`config.mk`:
```
export PLATFORM = sky130hd
export DESIGN_NAME = clk_div_ctrl_flat
export DESIGN_NICKNAME = d
export VERILOG_FILES = /design/src/rtl/clk_div_ctrl_pkg.sv /design/src/rtl/clk_div_ctrl_if.sv /design/src/rtl/clk_div_ctrl_tick_div.sv /design/src/rtl/clk_div_ctrl.sv /design/src/flat_wrapper.sv
export SDC_FILE = /design/constraint.sdc
export NUM_CORES = 1
export LEC_CHECK = 0
export CORE_UTILIZATION = 55
export DETAILED_ROUTE_END_ITERATION = 16
export PLACE_DENSITY_LB_ADDON = 0.25
export SETUP_SLACK_MARGIN = 0.05
export SYNTH_ARGS = -nofsm -noshare
export SYNTH_HDL_FRONTEND = slang
export SYNTH_HIERARCHICAL = 1
export SYNTH_SLANG_ARGS = --single-unit
```
`constraint.sdc`:
```
create_clock -name clk_i -period 5.9 [get_ports clk_i]
set_input_delay 1.77 -clock clk_i [delete_from_list [all_inputs] [get_ports clk_i]]
set_output_delay 1.77 -clock clk_i [all_outputs]
set_load 0.01 [all_outputs]
```
`src/rtl/clk_div_ctrl_pkg.sv`:
```
// Shared types and default widths for the clock-divider controller.
package clk_div_ctrl_pkg;

  localparam int DEF_RATIO_WIDTH = 32;
  localparam int DEF_COUNT_WIDTH = 16;

  typedef enum logic [1:0] {
    ST_IDLE   = 2'd0,
    ST_LOAD   = 2'd1,
    ST_RUN    = 2'd2,
    ST_FINISH = 2'd3
  } state_e;

endpackage

```
`src/rtl/clk_div_ctrl_if.sv`:
```
// Configuration handshake and status bundle of the clock-divider controller.
interface clk_div_ctrl_if #(
  parameter int RATIO_WIDTH = clk_div_ctrl_pkg::DEF_RATIO_WIDTH,
  parameter int COUNT_WIDTH = clk_div_ctrl_pkg::DEF_COUNT_WIDTH
);
  logic                   cfg_valid_i;
  logic                   cfg_ready_o;
  logic [RATIO_WIDTH-1:0] cfg_ratio_i;
  logic [COUNT_WIDTH-1:0] cfg_count_i;
  logic                   stop_i;
  logic                   tick_o;
  logic                   busy_o;
  logic                   done_o;
  logic [COUNT_WIDTH-1:0] tick_cnt_o;

  // Controller side
  modport slave (
    input  cfg_valid_i, cfg_ratio_i, cfg_count_i, stop_i,
    output cfg_ready_o, tick_o, busy_o, done_o, tick_cnt_o
  );

  // Requester side
  modport master (
    output cfg_valid_i, cfg_ratio_i, cfg_count_i, stop_i,
    input  cfg_ready_o, tick_o, busy_o, done_o, tick_cnt_o
  );
endinterface

```
`src/rtl/clk_div_ctrl_tick_div.sv`:
```
// Free-running ratio divider: pulses tick_o on the cycle the counter hits ratio-1.
module tick_div #(
  parameter int RATIO_WIDTH = clk_div_ctrl_pkg::DEF_RATIO_WIDTH
) (
  input  logic                   clk_i,
  input  logic                   rst_ni,
  input  logic                   en_i,
  input  logic                   clr_i,
  input  logic [RATIO_WIDTH-1:0] ratio_i,
  output logic                   tick_o
);

  logic [RATIO_WIDTH-1:0] cnt_q;

  // ratio_i is never 0 here (clamped upstream), so ratio-1 cannot underflow
  assign tick_o = en_i && (cnt_q == ratio_i - RATIO_WIDTH'(1));

  // Count enabled cycles, wrapping to 0 on each tick
  always_ff @(posedge clk_i) begin
    if (!rst_ni)      cnt_q <= '0;
    else if (clr_i)   cnt_q <= '0;
    else if (en_i)    cnt_q <= tick_o ? '0 : cnt_q + RATIO_WIDTH'(1);
  end

endmodule

```
`src/rtl/clk_div_ctrl.sv`:
```
// Sequencer that emits a configured number of divided ticks (or runs until stopped).
module clk_div_ctrl
  import clk_div_ctrl_pkg::*;
#(
  parameter int RATIO_WIDTH = DEF_RATIO_WIDTH,
  parameter int COUNT_WIDTH = DEF_COUNT_WIDTH
) (
  input  logic           clk_i,
  input  logic           rst_ni,
  clk_div_ctrl_if.slave  bus
);

  state_e                 state_q, state_d;
  logic [RATIO_WIDTH-1:0] ratio_q;
  logic [COUNT_WIDTH-1:0] count_q;
  logic [COUNT_WIDTH-1:0] tick_cnt_q;
  logic                   div_en, div_clr, tick;
  logic                   accept, last_tick;
  logic                   ready, done;

  // Divider only runs in RUN; gating with rst_ni suppresses a tick in the reset cycle
  assign div_en  = (state_q == ST_RUN) && rst_ni;
  assign div_clr = (state_q == ST_LOAD);

  tick_div #(.RATIO_WIDTH(RATIO_WIDTH)) u_div (
    .clk_i   (clk_i),
    .rst_ni  (rst_ni),
    .en_i    (div_en),
    .clr_i   (div_clr),
    .ratio_i (ratio_q),
    .tick_o  (tick)
  );

  assign accept    = bus.cfg_valid_i && ready;
  assign last_tick = tick && (count_q != '0) &&
                     (COUNT_WIDTH'(tick_cnt_q + COUNT_WIDTH'(1)) == count_q);

  // Next-state and per-state strobes
  always_comb begin
    state_d = state_q;
    ready   = 1'b0;
    done    = 1'b0;
    unique case (state_q)
      ST_IDLE: begin
        ready = 1'b1;
        if (bus.cfg_valid_i) state_d = ST_LOAD;
      end
      ST_LOAD:   state_d = ST_RUN;
      ST_RUN:    if (bus.stop_i || last_tick) state_d = ST_FINISH;
      ST_FINISH: begin
        done    = 1'b1;
        state_d = ST_IDLE;
      end
      default:   state_d = ST_IDLE;
    endcase
  end

  // State register plus latched configuration and tick counter
  always_ff @(posedge clk_i) begin
    if (!rst_ni) begin
      state_q    <= ST_IDLE;
      ratio_q    <= '0;
      count_q    <= '0;
      tick_cnt_q <= '0;
    end else begin
      state_q <= state_d;
      if (accept) begin
        ratio_q    <= (bus.cfg_ratio_i == '0) ? RATIO_WIDTH'(1) : bus.cfg_ratio_i;
        count_q    <= bus.cfg_count_i;
        tick_cnt_q <= '0;
      end else if (tick) begin
        tick_cnt_q <= tick_cnt_q + COUNT_WIDTH'(1);
      end
    end
  end

  assign bus.cfg_ready_o = ready;
  assign bus.tick_o      = tick;
  assign bus.busy_o      = (state_q != ST_IDLE);
  assign bus.done_o      = done && rst_ni;
  assign bus.tick_cnt_o  = tick_cnt_q;

endmodule

```
`src/flat_wrapper.sv`:
```
// flat-port wrapper written by rule: the top's interface ports become plain ports
module clk_div_ctrl_flat import clk_div_ctrl_pkg::*;
#(
  parameter int RATIO_WIDTH = DEF_RATIO_WIDTH,
  parameter int COUNT_WIDTH = DEF_COUNT_WIDTH
)
  (clk_i, rst_ni, bus_cfg_valid_i, bus_cfg_ratio_i, bus_cfg_count_i, bus_stop_i, bus_cfg_ready_o, bus_tick_o, bus_busy_o, bus_done_o, bus_tick_cnt_o);
  clk_div_ctrl_if #(.RATIO_WIDTH(RATIO_WIDTH), .COUNT_WIDTH(COUNT_WIDTH)) bus_i ();
  input  logic clk_i;
  input  logic rst_ni;
  input wire logic [$bits(bus_i.cfg_valid_i)-1:0] bus_cfg_valid_i;
  input wire logic [$bits(bus_i.cfg_ratio_i)-1:0] bus_cfg_ratio_i;
  input wire logic [$bits(bus_i.cfg_count_i)-1:0] bus_cfg_count_i;
  input wire logic [$bits(bus_i.stop_i)-1:0] bus_stop_i;
  output wire logic [$bits(bus_i.cfg_ready_o)-1:0] bus_cfg_ready_o;
  output wire logic [$bits(bus_i.tick_o)-1:0] bus_tick_o;
  output wire logic [$bits(bus_i.busy_o)-1:0] bus_busy_o;
  output wire logic [$bits(bus_i.done_o)-1:0] bus_done_o;
  output wire logic [$bits(bus_i.tick_cnt_o)-1:0] bus_tick_cnt_o;
  assign bus_i.cfg_valid_i = bus_cfg_valid_i;
  assign bus_i.cfg_ratio_i = bus_cfg_ratio_i;
  assign bus_i.cfg_count_i = bus_cfg_count_i;
  assign bus_i.stop_i = bus_stop_i;
  assign bus_cfg_ready_o = bus_i.cfg_ready_o;
  assign bus_tick_o = bus_i.tick_o;
  assign bus_busy_o = bus_i.busy_o;
  assign bus_done_o = bus_i.done_o;
  assign bus_tick_cnt_o = bus_i.tick_cnt_o;
  clk_div_ctrl #(.RATIO_WIDTH(RATIO_WIDTH), .COUNT_WIDTH(COUNT_WIDTH)) u_core (.clk_i(clk_i), .rst_ni(rst_ni), .bus(bus_i));
endmodule
```
# Word-level counts from Yosys, hierarchy flattened
# Cells that the tools add are included.
# totals
output_inout_bits	20
input_bits	52
word_cells	37
reg_bits	98
# op_classes
bitwise_logic	1
muxes	7
n_eq_ne	7
n_reduce_logical	14
n_addsub	3
# ops
cell	count
2-to-1 mux 32 bit	2
adder 32 x 1 -> 32 bit, second input constant	1
== test 32 bit	1
logical NOT 32 bit	1
subtractor 32 x 1 -> 32 bit, second input constant	1
adder 16 x 1 -> 16 bit, second input constant	1
== test 16 bit	1
nonzero test 16 bit	1
one-hot mux 2 bit (4 select lines)	1
logical AND 1 bit	6
== test 2 bit, second input constant	2
2-to-1 mux 2 bit	2
inequality test 2 bit, second input constant	2
OR reduction 2 bit	2
== test 2 x 1 -> 1 bit, second input constant	1
logical NOT 2 bit	1
2-to-1 mux 1 bit	2
AND reduction 2 bit	1
nonzero test 2 bit	1
logical OR 1 bit	1
inverter 1 bit	1

# Logic depth before layout (Yosys ltp)
# logic_depth
ltp_word	8
mapped_depth	17
depth_no_buf	15

# By module
# The synthesis kept the hierarchy.
# by_module_without_submodules
mod	cells_each	instances	area_each_um2
clk_div_ctrl	306	1	3015.4
tick_div	345	1	2835.2

# Least setup slack after synthesis
# Ideal clock, no wire load.
# synth_timing
path_kind	input-to-output
startpoint	input port rst_ni
endpoint	output port bus_tick_o
path_buffers	1
arrival_time_ps	4041
cell_stages	7
required_time_ps	4130
path_slack_ps	89
path_cell_list	clkbuf_1 > and2_1 > o2111ai_1 > or4b_1 > or3_1 > nor4bb_1 > nor4b_1
# synth_between
elab_chain_cells	2
# synth_rtl
element	line	rtl
from (decl)	flat_wrapper.sv:10	input logic rst_ni;
logical AND 1 bit	clk_div_ctrl.sv:22	assign div_en = (state_q == ST_RUN) && rst_ni;
net u_core.div_en	clk_div_ctrl.sv:17	logic div_en, div_clr, tick;
logical AND 1 bit	clk_div_ctrl_tick_div.sv:16	assign tick_o = en_i && (cnt_q == ratio_i - RATIO_WIDTH'(1));
to (decl)	flat_wrapper.sv:16	output wire logic [$bits(bus_i.tick_o)-1:0] bus_tick_o;
# The timed path passes the listed nets, and every way through them passes these cells.

# Final worst setup path
# Same ends and word-level chain as after synthesis.

==> results.yml <==
synthesis:
  synth_cell_types: 83
  synth_nets: 710
  synth.largest_area_cell: "dfxtp_1"
  synth_seq_cells: 98
  async_reset_ff_frac: 0
  synth_top_flop_cell: "dfxtp_1"
  synth_edf_count: 0
  avgSynthCellArea_um2: 8.99
  synthCells: 651
  syn_area_mm2: 0.00585
  yosys-top-cells-area: "dfxtp_1, xor2_1, a22o_1, xnor2_1, nor2_2"
  yosysWarnings: 6
  ys_seq_area_frac: 0.335
  synth_top_area_frac: 0.335
clock_tree:
  clockBufferDepth: 2
  postCtsHoldBufs: 0
  clkLatencyLatePin_ns: 0.40
  clock_sinks: 98
  cts.clk_slew.worst_paths_ns: 0.09
  htreeDepth: 3
  cts_made_buffers: 9
  cts_root_buffer: "clkbuf_8"
  cts_tree: "built"
route:
  drtIter0Drc: 236
  drc: 0
  vias: 5172
  dr.pass1.iters: 5
  wire_per_inst_um: 17.1
  wirelength_um: 14600
  vias_per_cell: 6.09
  postRouteAntennaNets: 0
worst_setup_path:
  crit_family: "simple AND/OR/NAND/NOR gates"
  cp_max_fo: 2
  cp_slowest_stage_delay_ns: 0.50
  required_ns: 4.13
  start_kind: "input port"
  worstPathArrival_ns: 3.91
  worstSetupPathType: "input port to primary output"
  critPathSlowestCell: "or4b_1"
  cp-end-kind: "primary output"
  critPathBufInv: 2
  crit_chain: "dlygate4sd2_1 > and2_4 > o2111ai_1 > or4b_1 > or3_1 > nor4bb_1 > nor4b_4 > buf_2"
pwr:
  peakVddDrop_v: 0.000230
  powerDensity_mw_per_mm2: 318
  leakage_uw: 0.00251
sta:
  rsz0062_at_grt: "false"
  setup-violations-final: 0
  tightest_slew_ns: 1.13
  finalMaxSlewViolations: 0
  max_clock_freq_mhz: 176
  period_share: 0.962
  fin_skew_ns: 0.00862
  setup_tns_ns: 0
  period_needed_ns: 5.68
  max-slew-margin-rel: 0.243
  hold_viol_final: 0
layout:
  antenna_cells: 0
  final_cells: 849
  area_growth_pct: 16.2
  drive_gt1_frac: 0.132
  fin_area_mm2: 0.00680
  fin_nets: 767
  fin_util: 0.659
job:
  drv_cap: 0
global_route:
  overflow: 0
  grt_start_max_net_pins: 35
  antenna_found_initial: 0
  grt.total_usage: 0.270
  grt_pass1_vias: 4896
  grt_pass1_wl_um: 23500
placement:
  portBuffers: 71
  routabilityCongestion: 0.902
  dpl_cell_area_mm2: 0.00658
  hpwl_um: 11000
  dp_cells: 833
outcome:
  outcome: "complete, no violations"
die:
  core_area_mm2: 0.0103
  rows: 37
  design.die.area_mm2: 0.0111
  initial_core_util: 0.567
  io_pins: 72
  dieHeight_um: 105
  die_x_um: 105
worst_hold_path:
  min_path_type: "flop to flop"
[logic make-up after synthesis]
| family | after synthesis | share of synthesized area |
|---|---|---|
| and+or+nand+nor | 282 | 0.287 |
| AOI/OAI and AO/OA | 115 | 0.163 |
| adders and majority gates | 7 | 0.0150 |
| DFF | 98 | 0.335 |
| buffers and inverters | 49 | 0.0473 |
| xor gates and xnor gates | 94 | 0.141 |
| muxes | 6 | 0.0122 |
[registers in the layout (all words and copies together), names as in the netlist]
name                   cells
u_core/bus.tick_cnt_o     16
u_core/count_q            16
u_core/ratio_q            32
u_core/state_q             2
u_core/u_div/cnt_q        32
[worst paths after layout]
kind / start / slack (ns) / cells past startpoint / to
min: u_core/u_div/cnt_q[1]$_SDFFE_PP0P_ / 0.51 / 2 / u_core/u_div/cnt_q[1]$_SDFFE_PP0P_
max: rst_ni / 0.22 / 8 / bus_tick_o
max reg2reg: u_core/ratio_q[2]$_SDFFE_PN0P_ / 1.23 / 14 / u_core/state_q[1]$_SDFFE_PN0P_
min reg2reg: u_core/u_div/cnt_q[1]$_SDFFE_PP0P_ / 0.51 / 2 / u_core/u_div/cnt_q[1]$_SDFFE_PP0P_
[metrics by stage]
stage	hold slack [ns]	total power [uW]	setup WS, ns
final	0.514	2160	0.223
after global routing	0.539	2290	0.0690
after detailed placement	0.502	1680	-0.482
after global placement	0.489	1660	-0.478
after CTS	0.516	2160	0.244
after floorplan	0.470	1470	0.0888
[cell usage in the layout (no fill, tap or decap), types with 4 or more instances in the layout]
cell type,instances
and2_1,7
clkbuf_8,9
nand2b_1,4
o211a_1,5
dfxtp_1,98
a22o_1,45
nand4b_1,4
a31oi_1,6
a32oi_1,4
a21oi_1,6
nor2_1,43
or3_1,6
inv_1,18
nor4_2,4
buf_4,6
nor2_2,30
nor3_1,13
clkdlybuf4s50_1,69
nor4_1,19
xnor2_1,39
nand4_1,21
nand2_1,40
and3_1,12
nand3_1,31
ha_1,7
xor2_1,55
o21ai_0,14
[area by class of cell]
cell class | count | area, um^2
clock buffers | 10 | 128
fillers | 870 | 3520
repair buffers | 77 | 749
flip-flops and latches | 98 | 1960
inverters | 18 | 67.6
well taps | 136 | 170
multi-input cells | 504 | 3630
clock inverters | 6 | 90.1
[cell usage after synthesis, types with 6 or more instances]
cell type and instances:
xor2_1 55, nor3_1 13, nor2_1 43, nand2_1 40, nor2_2 30, buf_6 9
inv_1 18, a21oi_1 6, ha_1 7, xnor2_1 39, a22o_1 45, nand3_1 31
o21ai_0 14, nor4_1 19, and2_1 8, and3_1 12, a31oi_1 6, clkbuf_1 15
nand4_1 21, dfxtp_1 98, or3_1 6
[tightest hold or removal path: stages (launching register included)]
cell and delay [ns]:
dfxtp_1 0.35, nand2_1 0.07, a21boi_1 0.05
[routing by layer]
metal | vias up | wire length, um | track usage
li1 | 2498 | - | -
met1 | 2474 | 6240 | 0.322
met2 | 161 | 7100 | 0.459
met3 | 39 | 722 | 0.0580
met4 | 0 | 495 | 0.134
met5 | - | 0 | 0
[report_power, final]
part           total [uW]  switching, uW  internal (uW)
Combinational         826            454            372
Sequential            859            122            737
Clock                 479            239            240
[timing repair]
action | 4_1_cts | 5_1_grt
resized for setup | 7 | 0
setup endpoints to repair | 1 | 0
endpoints found under the hold margin | 0 | 0
setup buffers | 0 | 0
No activity file was read; power rests on OpenSTA's default activity.
